**src/rtl/rvv_backend_pkg.sv**
```systemverilog
// rtl/rvv_backend_pkg.sv - shared RVV backend widths, byte types and retire entry
// Purpose: vector length macros (`VLEN, `VLENB), per-byte vd type, and the
//          merged retire-buffer entry layout shared by the backend blocks.
// Ports:   none (package).
`ifndef VLEN
`define VLEN 128
`endif
`ifndef VLENB
`define VLENB (`VLEN/8)
`endif

package rvv_backend_pkg;

  localparam int VLEN  = `VLEN;
  localparam int VLENB = `VLENB;

  typedef enum logic [1:0] {
    NOT_CHANGE    = 2'd0,
    BODY_ACTIVE   = 2'd1,
    BODY_INACTIVE = 2'd2,
    TAIL          = 2'd3
  } BYTE_TYPE_t;

  // One buffered write: data/strobe already merged at enqueue time.
  typedef struct packed {
    logic [VLEN-1:0]  data;
    logic [VLENB-1:0] strobe;
    logic [4:0]       addr;
    logic             last;
  } RETIRE_ENTRY_t;

endpackage

```
**src/rtl/rvv_backend_retire_byte_merge_unit.sv**
```systemverilog
// rtl/rvv_backend_retire_byte_merge_unit.sv - combinational per-byte vd merge
// Purpose: turns a result vector plus per-byte types into write data/strobe.
//          TAIL_AGNOSTIC_ONES_EN: agnostic inactive/tail bytes are written as 8'hFF.
// Ports:   data/byte_type/vma/vta in; merged_data/merged_strobe out.
module rvv_backend_retire_byte_merge_unit
  import rvv_backend_pkg::*;
(
  input  logic [VLEN-1:0]         data,
  input  BYTE_TYPE_t [VLENB-1:0]  byte_type,
  input  logic                    vma,
  input  logic                    vta,
  output logic [VLEN-1:0]         merged_data,
  output logic [VLENB-1:0]        merged_strobe
);

  // Bytes not written always carry 8'h00, so only strobed bytes get data.
  always_comb begin
    merged_data   = '0;
    merged_strobe = '0;
    for (int i = 0; i < VLENB; i++) begin
      case (byte_type[i])
        BODY_ACTIVE: begin
          merged_strobe[i]     = 1'b1;
          merged_data[8*i +: 8] = data[8*i +: 8];
        end
`ifdef TAIL_AGNOSTIC_ONES_EN
        BODY_INACTIVE: begin
          if (vma) begin
            merged_strobe[i]     = 1'b1;
            merged_data[8*i +: 8] = 8'hFF;
          end
        end
        TAIL: begin
          if (vta) begin
            merged_strobe[i]     = 1'b1;
            merged_data[8*i +: 8] = 8'hFF;
          end
        end
`endif
        default: ;
      endcase
    end
  end

`ifndef TAIL_AGNOSTIC_ONES_EN
  // Undisturbed-only build: policy bits have no effect.
  logic unused_policy;
  assign unused_policy = vma ^ vta;
`endif

endmodule

```
**src/rtl/rvv_backend_retire_byte_merge.sv**
```systemverilog
// rtl/rvv_backend_retire_byte_merge.sv - retire byte merge and in-order VRF write buffer
// Purpose: merges each result uop at enqueue, buffers DEPTH entries in order,
//          issues VRF writes from the head entry and reports instruction completion.
//          TAIL_AGNOSTIC_ONES_EN selects all-ones fill for agnostic bytes.
// Ports:   clk/rst/flush; uop_* result input (valid/ready); wr_* VRF write
//          output (valid/ready); instr_done/instr_uop_cnt completion pulse.
module rvv_backend_retire_byte_merge
  import rvv_backend_pkg::*;
#(
  parameter int DEPTH = 2
)(
  input  logic                   clk,
  input  logic                   rst,
  input  logic                   flush,
  input  logic                   uop_valid,
  output logic                   uop_ready,
  input  logic [VLEN-1:0]        uop_data,
  input  BYTE_TYPE_t [VLENB-1:0] uop_byte_type,
  input  logic [4:0]             uop_vd_addr,
  input  logic                   uop_vma,
  input  logic                   uop_vta,
  input  logic                   uop_last,
  output logic                   wr_valid,
  input  logic                   wr_ready,
  output logic [4:0]             wr_addr,
  output logic [VLEN-1:0]        wr_data,
  output logic [VLENB-1:0]       wr_strobe,
  output logic                   wr_last,
  output logic                   instr_done,
  output logic [3:0]             instr_uop_cnt
);

  localparam int PTR_W = $clog2(DEPTH);
  localparam int CNT_W = $clog2(DEPTH + 1);
  localparam logic [CNT_W-1:0] DEPTH_C = CNT_W'(DEPTH);

  RETIRE_ENTRY_t    mem [DEPTH];
  RETIRE_ENTRY_t    enq_entry;
  logic [PTR_W-1:0] wr_ptr;
  logic [PTR_W-1:0] rd_ptr;
  logic [CNT_W-1:0] count;
  logic [CNT_W-1:0] count_next;
  logic [3:0]       uop_cnt;
  logic [3:0]       uop_cnt_inc;
  logic             push;
  logic             pop;

  rvv_backend_retire_byte_merge_unit u_merge (
    .data          (uop_data),
    .byte_type     (uop_byte_type),
    .vma           (uop_vma),
    .vta           (uop_vta),
    .merged_data   (enq_entry.data),
    .merged_strobe (enq_entry.strobe)
  );

  assign enq_entry.addr = uop_vd_addr;
  assign enq_entry.last = uop_last;

  assign push = uop_valid && uop_ready;
  assign pop  = wr_valid && wr_ready;

  always_comb begin
    count_next = count;
    case ({push, pop})
      2'b10:   count_next = count + 1'b1;
      2'b01:   count_next = count - 1'b1;
      default: count_next = count;
    endcase
  end

  // Head entry registers drive the write port directly.
  assign wr_valid  = (count != '0);
  assign wr_addr   = mem[rd_ptr].addr;
  assign wr_data   = mem[rd_ptr].data;
  assign wr_strobe = mem[rd_ptr].strobe;
  assign wr_last   = mem[rd_ptr].last;

  assign uop_cnt_inc = (uop_cnt == 4'd15) ? 4'd15 : uop_cnt + 4'd1;

  always_ff @(posedge clk) begin
    if (rst) begin
      for (int i = 0; i < DEPTH; i++) mem[i] <= '0;
      wr_ptr        <= '0;
      rd_ptr        <= '0;
      count         <= '0;
      uop_cnt       <= '0;
      uop_ready     <= 1'b1;
      instr_done    <= 1'b0;
      instr_uop_cnt <= '0;
    end else if (flush) begin
      wr_ptr     <= '0;
      rd_ptr     <= '0;
      count      <= '0;
      uop_cnt    <= '0;
      uop_ready  <= 1'b1;
      instr_done <= 1'b0;
    end else begin
      if (push) begin
        mem[wr_ptr] <= enq_entry;
        wr_ptr      <= wr_ptr + 1'b1;
      end
      if (pop) rd_ptr <= rd_ptr + 1'b1;
      count      <= count_next;
      uop_ready  <= (count_next < DEPTH_C);
      instr_done <= pop && wr_last;
      if (pop) begin
        if (wr_last) begin
          instr_uop_cnt <= uop_cnt_inc;
          uop_cnt       <= '0;
        end else begin
          uop_cnt <= uop_cnt_inc;
        end
      end
    end
  end

endmodule

```
**config.mk**
```make
export PLATFORM = sky130hd
export DESIGN_NAME = rvv_backend_retire_byte_merge
export DESIGN_NICKNAME = d
export VERILOG_FILES = /design/src/rtl/rvv_backend_pkg.sv /design/src/rtl/rvv_backend_retire_byte_merge_unit.sv /design/src/rtl/rvv_backend_retire_byte_merge.sv
export SDC_FILE = /design/constraint.sdc
export NUM_CORES = 1
export LEC_CHECK = 0
export BUFFER_PORTS_ARGS = -buffer_cell sky130_fd_sc_hd__buf_2
export CORE_MARGIN = 8
export CORE_UTILIZATION = 54
export DETAILED_ROUTE_END_ITERATION = 10
export GPL_ROUTABILITY_DRIVEN = 0
export PLACE_DENSITY_LB_ADDON = 0.1
export SLEW_MARGIN = 20
export SYNTH_ARGS = -nofsm -noshare
export SYNTH_HDL_FRONTEND = slang
export SYNTH_SLANG_ARGS = --single-unit
```
**constraint.sdc**
```tcl
create_clock -name clk -period 6.82 [get_ports clk]
set_clock_uncertainty 0.1 [all_clocks]
set_input_delay 1.364 -clock clk [delete_from_list [all_inputs] [get_ports clk]]
set_output_delay 1.364 -clock clk [all_outputs]
set_load 0.005 [all_outputs]
```
==> metrics.md, run 1 <==
| Metric | Value |
|---|---|
| Status | complete, no violations |
| WL final | just over 30000 um |
| Die Y | approximately 170 um |
| Most common cell in the netlist | nor2_1 |
| Hold WC Path Type | reg -> reg |
| Final WS setup | approximately 2.8 ns |
| Share of cells above drive strength 1 | 0.392 |
| Yosys reg bits | 315 |
| Initial antenna violation count | 5 |
| Crit end category | register |
| Netlist cell types | 34 |
| Setup violators final | 0 |
| CTS Hold Buffers Added | 0 |
| Syn-to-layout area delta | 21.8% |
| Die X | 174 um |
| Critical path class | in -> reg |
| FMAX | 247 MHz |
| Crit-path max FO | slightly below 80 |
| DRT iter0 DRCs | just over 600 |
| Pre-Repair DR Iteration Count | 5 |
| Synth area leaders | edfxtp_1 (67%), mux2_2 (13%), nor2_1 (8.4%) |
| Bufs on Longest Clock Path | 3 |
| Post-DP HPWL | 19700 um |
| Sequential fraction of the synthesis area | 0.690 |
| Final Hold Violating Endpoints | 0 |
| DP Worst Slack | around 2.2 ns |
| Vias in the first global route | around 9000 |
| Worst-Margin Slew | a little under 1 ns |
| Max Slew Vio Count | 0 |
| Worst skew pair latency | 0.50 ns |
| Die area | 0.0303 mm2 |
| CTS Sinks | approximately 320 |
| Most frequent cells after synthesis | nor2_1 (302), edfxtp_1 (300), mux2_2 (150), nand2_1 (132), buf_1 (25) |
| RSZ-0062 raised after global routing | no |
| Root buffer cell | clkbuf_16 |
| Mapped Nets | 1219 |
| Mapped Area | between 0.01 and 0.015 mm2 |
| Synthesis Warnings | 0 |
| Congestion Overflow GR | 0 |
| Routed len/inst | 18.1 um |
| Hold Path Stages | 2 |
| Placed Cells | ~1600 |
| Final Non-Filler Cells | between 1500 and 2000 |
| LEAKAGE | between 6 and 7 nW |
| Tot GR Track Use | 0.198 |
| Drt drc | 0 |
| Ys flop type | edfxtp_1 |
| Area leader, netlist | edfxtp_1 |
| Post-Syn Instances | ~1000 |
| Crit path time final | roughly 4.1 ns |
| CTS buffer count | 34 |
| Post-DRT Antenna Nets | 0 |
| Worst path arrival time | 4.08 ns |
| Core ar. | 0.0248 mm2 |
| Yosys top cell area share | 0.668 |
| Row count | 58 |
| Clk pin slew, worst setup/hold paths | ~0.060 ns |
| CP required | 6.84 ns |
| Post-synth EDFFs | 300 |
| IO Pins | 330 |
| Tcrit/Tclk final | 0.594 |
| Largest net degree at the start of global routing | 83 |
| Setup TNS | 0 ns |
| Number of port buffers | around 330 |
| Design Power | ~4.3 mW |
| Pwr/cell area | 260 mW/mm2 |
| Post-CTS Setup Inserts | 0 |
| CTS H-tree depth | 2 |
| Async set-reset flop share out of synthesis | 0 |
| Startpoint Class | primary input |
| First-pass GRT wire length | between 40000 and 50000 um |
| Vias per cell | 5.17 |
| Maximum vdd ir drop | about 200 uV |
| Worst reg2reg path depth | 5 |
| Max-cap violations | 0 |
| # resized after CTS | 0 |
| Syn avg cell area | roughly 13 um2 |
| Starting Density | 0.543 |
| # nets final | approximately 1500 |
| DR vias | about 9000 |
| CTS tree | done |
| Rel. slew slack | 0.341 |
## metal layers
| metal | GRT usage | share of wire | routed length, um |
|---|---|---|---|
| met1 | 0.248 | 0.40 | 12300 |
| met2 | 0.332 | 0.51 | 15700 |
| met3 | 0.0536 | 0.072 | 2240 |
| met4 | 0.0606 | 0.022 | 684 |
| met5 | 0 | 0.00087 | 27 |
## area by class of cell
type	count	area, um2
clock buffer	45	956
multi-input combinational	662	3880
tap	330	413
timing repair buffer	336	1760
antenna	3	7.51
fill	1968	8400
inverter	1	3.75
sequential	315	9310
clock inverter	14	88.8
## final timing paths
path                    startpoint          endpoint  slack [ns]
hold reg to reg   instr_uop_cnt[3]  instr_uop_cnt[3]        0.39
setup / recovery               rst        mem[1][82]        2.77
hold / removal    instr_uop_cnt[3]  instr_uop_cnt[3]        0.39
setup reg to reg         uop_ready        mem[1][82]        3.71
## cell families after synthesis
family	after synthesis	synth area share
and+or+nand+nor	492	0.148
DFF	315	0.690
adders and majority gates	2	0.00186
xor gates and xnor gates	5	0.00325
buffers and inverters	67	0.0238
muxes	152	0.127
AOI/OAI and AO/OA	11	0.00548
## flip-flops by register name, indices dropped and copies added, names as in the netlist, named ones only
register and count:
wr_ptr 1, uop_cnt 4, count 1, mem 300, instr_uop_cnt 4, uop_ready 1, rd_ptr 1, instr_done 1
## worst max-delay path: stages
cell and delay, ns:
buf_2 0.15, or2_1 0.41, nor2_2 0.34, nand2_4 0.55, nand2b_4 0.64, buf_4 0.56
## per-stage QoR
step,area (um2),hold WS (ns),util
after floorplan,13500,0.358,-
after global placement,15300,0.374,0.618
after detailed placement,15300,0.378,0.618
after CTS,16400,0.393,0.660
after global routing,16400,0.419,0.662
final,16400,0.392,0.662
## power by group
part	leakage (nW)	switching [mW]	internal, mW
Combinational	2.73	0.182	0.143
Sequential	3.23	0.0218	2.20
Clock	0.512	0.695	1.02
Total	6.47	0.899	3.37
## cell usage in the layout (no fill, tap or decap), drive strengths merged, types with 6 or more instances in the layout
cell type,netlist,final
clkbuf,16,45
nand2,132,132
clkinv,0,12
mux2,150,150
nor2b,17,17
and2,6,6
dfxtp,15,15
edfxtp,300,300
and3,6,6
buf,50,336
nand2b,18,18
nor2,303,303
Note: power is estimated with default switching activity, not from simulation.
==> run 2: changes to the inputs <==
Clock period 6.82 ns to 3.85 ns, I/O delays scaled along.
==> run 2 against run 1 <==
  * Worst setup slack got worse by 1.6 ns
  * Sequential power rose by 77%
  * Power rose by 84%
  * Clock power rose by 94%
  * Critical endpoint is now wr_data[73]
  * Largest cell class unchanged
==> metrics.md, run 2 (synthesis results as in run 1) <==
| Metric | Value |
|---|---|
| Max FFs per register | 300 (unchanged) |
| Hold Path Stages | 2 (unchanged) |
| Vias per cell | 5.18 (was 5.17) |
| CTS buffer count | 34 (unchanged) |
| Crit-path max FO | 79 (was 78) |
| DRT iter0 DRCs | 621 (was 612) |
| Crit end category | primary output (was register) |
| Tot GR Track Use | 0.196 (was 0.198) |
| Critical Path, Cell by Cell | buf_12 -> mux2_2 -> buf_2 (was buf_2 -> or2_1 -> nor2_2 -> nand2_4 -> nand2b_4 -> buf_4) |
| Finished Core Util | 0.668 (was 0.662) |
| Number of port buffers | 327 (unchanged) |
| Clk pin slew, worst setup/hold paths | 0.06 ns (about the same) |
| # fillers | 1881 (was 1968) |
| Drt drc | 0 (unchanged) |
| CTS Hold Buffers Added | 0 (unchanged) |
| Regs by FF count | mem (300), instr_uop_cnt (4), uop_cnt (4) (unchanged) |
| # resized after CTS | 0 (unchanged) |
| Bufs on Longest Clock Path | 3 (unchanged) |
| Crit path time final | 2.73 ns |
| Pre-Repair DR Iteration Count | 5 (unchanged) |
| Root buffer cell | clkbuf_16 (unchanged) |
| Placed cell areas | 0.0154 mm2 (was 0.0153 mm2) |
| Design area | 0.0166 mm2 (was 0.0164 mm2) |
| Post-DRT Antenna Nets | 0 (unchanged) |
| Startpoint Class | register (was primary input) |
| FMAX | roughly 370 MHz |
| Final Hold Violating Endpoints | 0 (unchanged) |
| Tcrit/Tclk final | 0.709 |
| Initial antenna violation count | 4 (was 5) |
| Vias in the first global route | 8986 (was 8987) |
| CTS H-tree depth | 2 (unchanged) |
| LEAKAGE | 6.56 nW (was 6.47 nW) |
| Status | complete, no violations (unchanged) |
| Syn-to-layout area delta | 23.0% (was 21.8%) |
| Setup violators final | 0 (unchanged) |
| Largest net degree at the start of global routing | 145 (was 83) |
| CP required | 2.98 ns (was 6.84 ns) |
| Commonest non-fill, non-tap cell in the layout | buf_2 (unchanged) |
| Max Slew Vio Count | 0 (unchanged) |
| RSZ-0062 raised after global routing | no (unchanged) |
| Worst path arrival time | 1.86 ns (was 4.08 ns) |
| Worst skew pair latency | 0.50 ns (about the same) |
| IO Pins | 330 (unchanged) |
| DR vias | 8857 (was 8822) |
| Max-cap violations | 0 (unchanged) |
| Design Power | 7.85 mW (was 4.27 mW) |
| CTS Sinks | 315 (unchanged) |
| Starting Density | 0.543 (unchanged) |
| Die X | 174 um (unchanged) |
| Share of cells above drive strength 1 | 0.398 (was 0.392) |
| Row count | 58 (unchanged) |
| Core ar. | 0.0248 mm2 (unchanged) |
| CTS tree | done (unchanged) |
| Post-DP HPWL | 19600 um (was 19700 um) |
| Post-CTS Setup Inserts | 0 (unchanged) |
| Slowest Stage Delay on Critical Path | 0.41 ns (was 0.64 ns) |
| Hold WC Path Type | reg -> reg (unchanged) |
| Die area | 0.0303 mm2 (unchanged) |
| Worst reg2reg path depth | 7 (was 5) |
| Die Y | 174 um (unchanged) |
| Most frequent cells in the layout | buf_2 (327), nor2_1 (302), edfxtp_1 (300) (unchanged) |
| Worst path slowest cell | mux2_2 (was nand2b_4) |
| Routed len/inst | 18.2 um (was 18.1 um) |
| Rel. slew slack | 0.399 (was 0.341) |
| Maximum vdd ir drop | 404 uV (was 200 uV) |
| Hold_ws | 0.398 ns (was 0.392 ns) |
| Critical path class | reg -> out (was in -> reg) |
| Setup TNS | 0 ns (unchanged) |
| Congestion Overflow GR | 0 (unchanged) |
| First-pass GRT wire length | 47400 um (was 47600 um) |
| Most flop-heavy register | mem (unchanged) |
| Pwr/cell area | 473 mW/mm2 (was 260 mW/mm2) |
| WL final | 31100 um (was 31000 um) |
| Worst-Margin Slew | 0.901 ns (was 0.989 ns) |
| # nets final | 1525 (unchanged) |
==> run 2: cell types whose count changed in the layout (fill, tap and decap cells not counted) <==
cell / delta
buf_12: +5
buf_16: -1
buf_4: -4
bufinv_16: +2
clkbuf_16: +1
clkbuf_8: +3
clkinv_1: -7
clkinv_2: +4
clkinv_4: +1
diode_2: +1
inv_6: -1
==> run 2: area by class of cell <==
cell class / count / area (um2) / area share
flip-flops and latches: 315 / 9310 / 0.561
clock buffers: 49 / 1020 / 0.0616
well taps: 330 / 413 / 0.0249
inverters: 1 / 3.75 / 0.000226
clock inverters: 13 / 143 / 0.00860
multi-input cells: 662 / 3880 / 0.234
repair buffers: 336 / 1800 / 0.109
diodes: 4 / 10.0 / 0.000603
==> run 2: through the flow <==
| step | instances | worst slack [ns] |
|---|---|---|
| floorplan | 1044 | 0.656 |
| global placement | 1644 | 1.05 |
| detailed placement | 1644 | 1.04 |
| CTS | 1706 | 1.09 |
| global route | 1710 | 1.07 |
| finish | 1710 | 1.12 |
==> run 2: path summary, 6_finish.rpt <==
kind / from / to / slack, ns
min reg2reg: instr_uop_cnt[3] / instr_uop_cnt[3] / 0.40
min: instr_uop_cnt[3] / instr_uop_cnt[3] / 0.40
max: register / wr_data[73] / 1.12
max reg2reg: count[0] / uop_ready / 1.79
==> run 2: routing by layer <==
| layer | part of all wire | vias up | GRT usage |
|---|---|---|---|
| met5 | 0 | - | 0 |
| met4 | 0.031 | 0 | 0.0762 |
| met3 | 0.072 | 58 | 0.0495 |
| met2 | 0.49 | 316 | 0.322 |
| met1 | 0.41 | 4258 | 0.248 |
| li1 | - | 4225 | - |
==> run 2: power breakdown <==
part | internal [mW] | switching, mW
logic | 0.259 | 0.327
clock network | 2.05 | 1.28
registers | 3.90 | 0.0364
total | 6.21 | 1.64
==> run 2: critical path: cells and delay by family (launching register included) <==
kind     cells  cell delay, ns
buf+inv      2            0.48
flops        1            0.37
mux          1            0.41
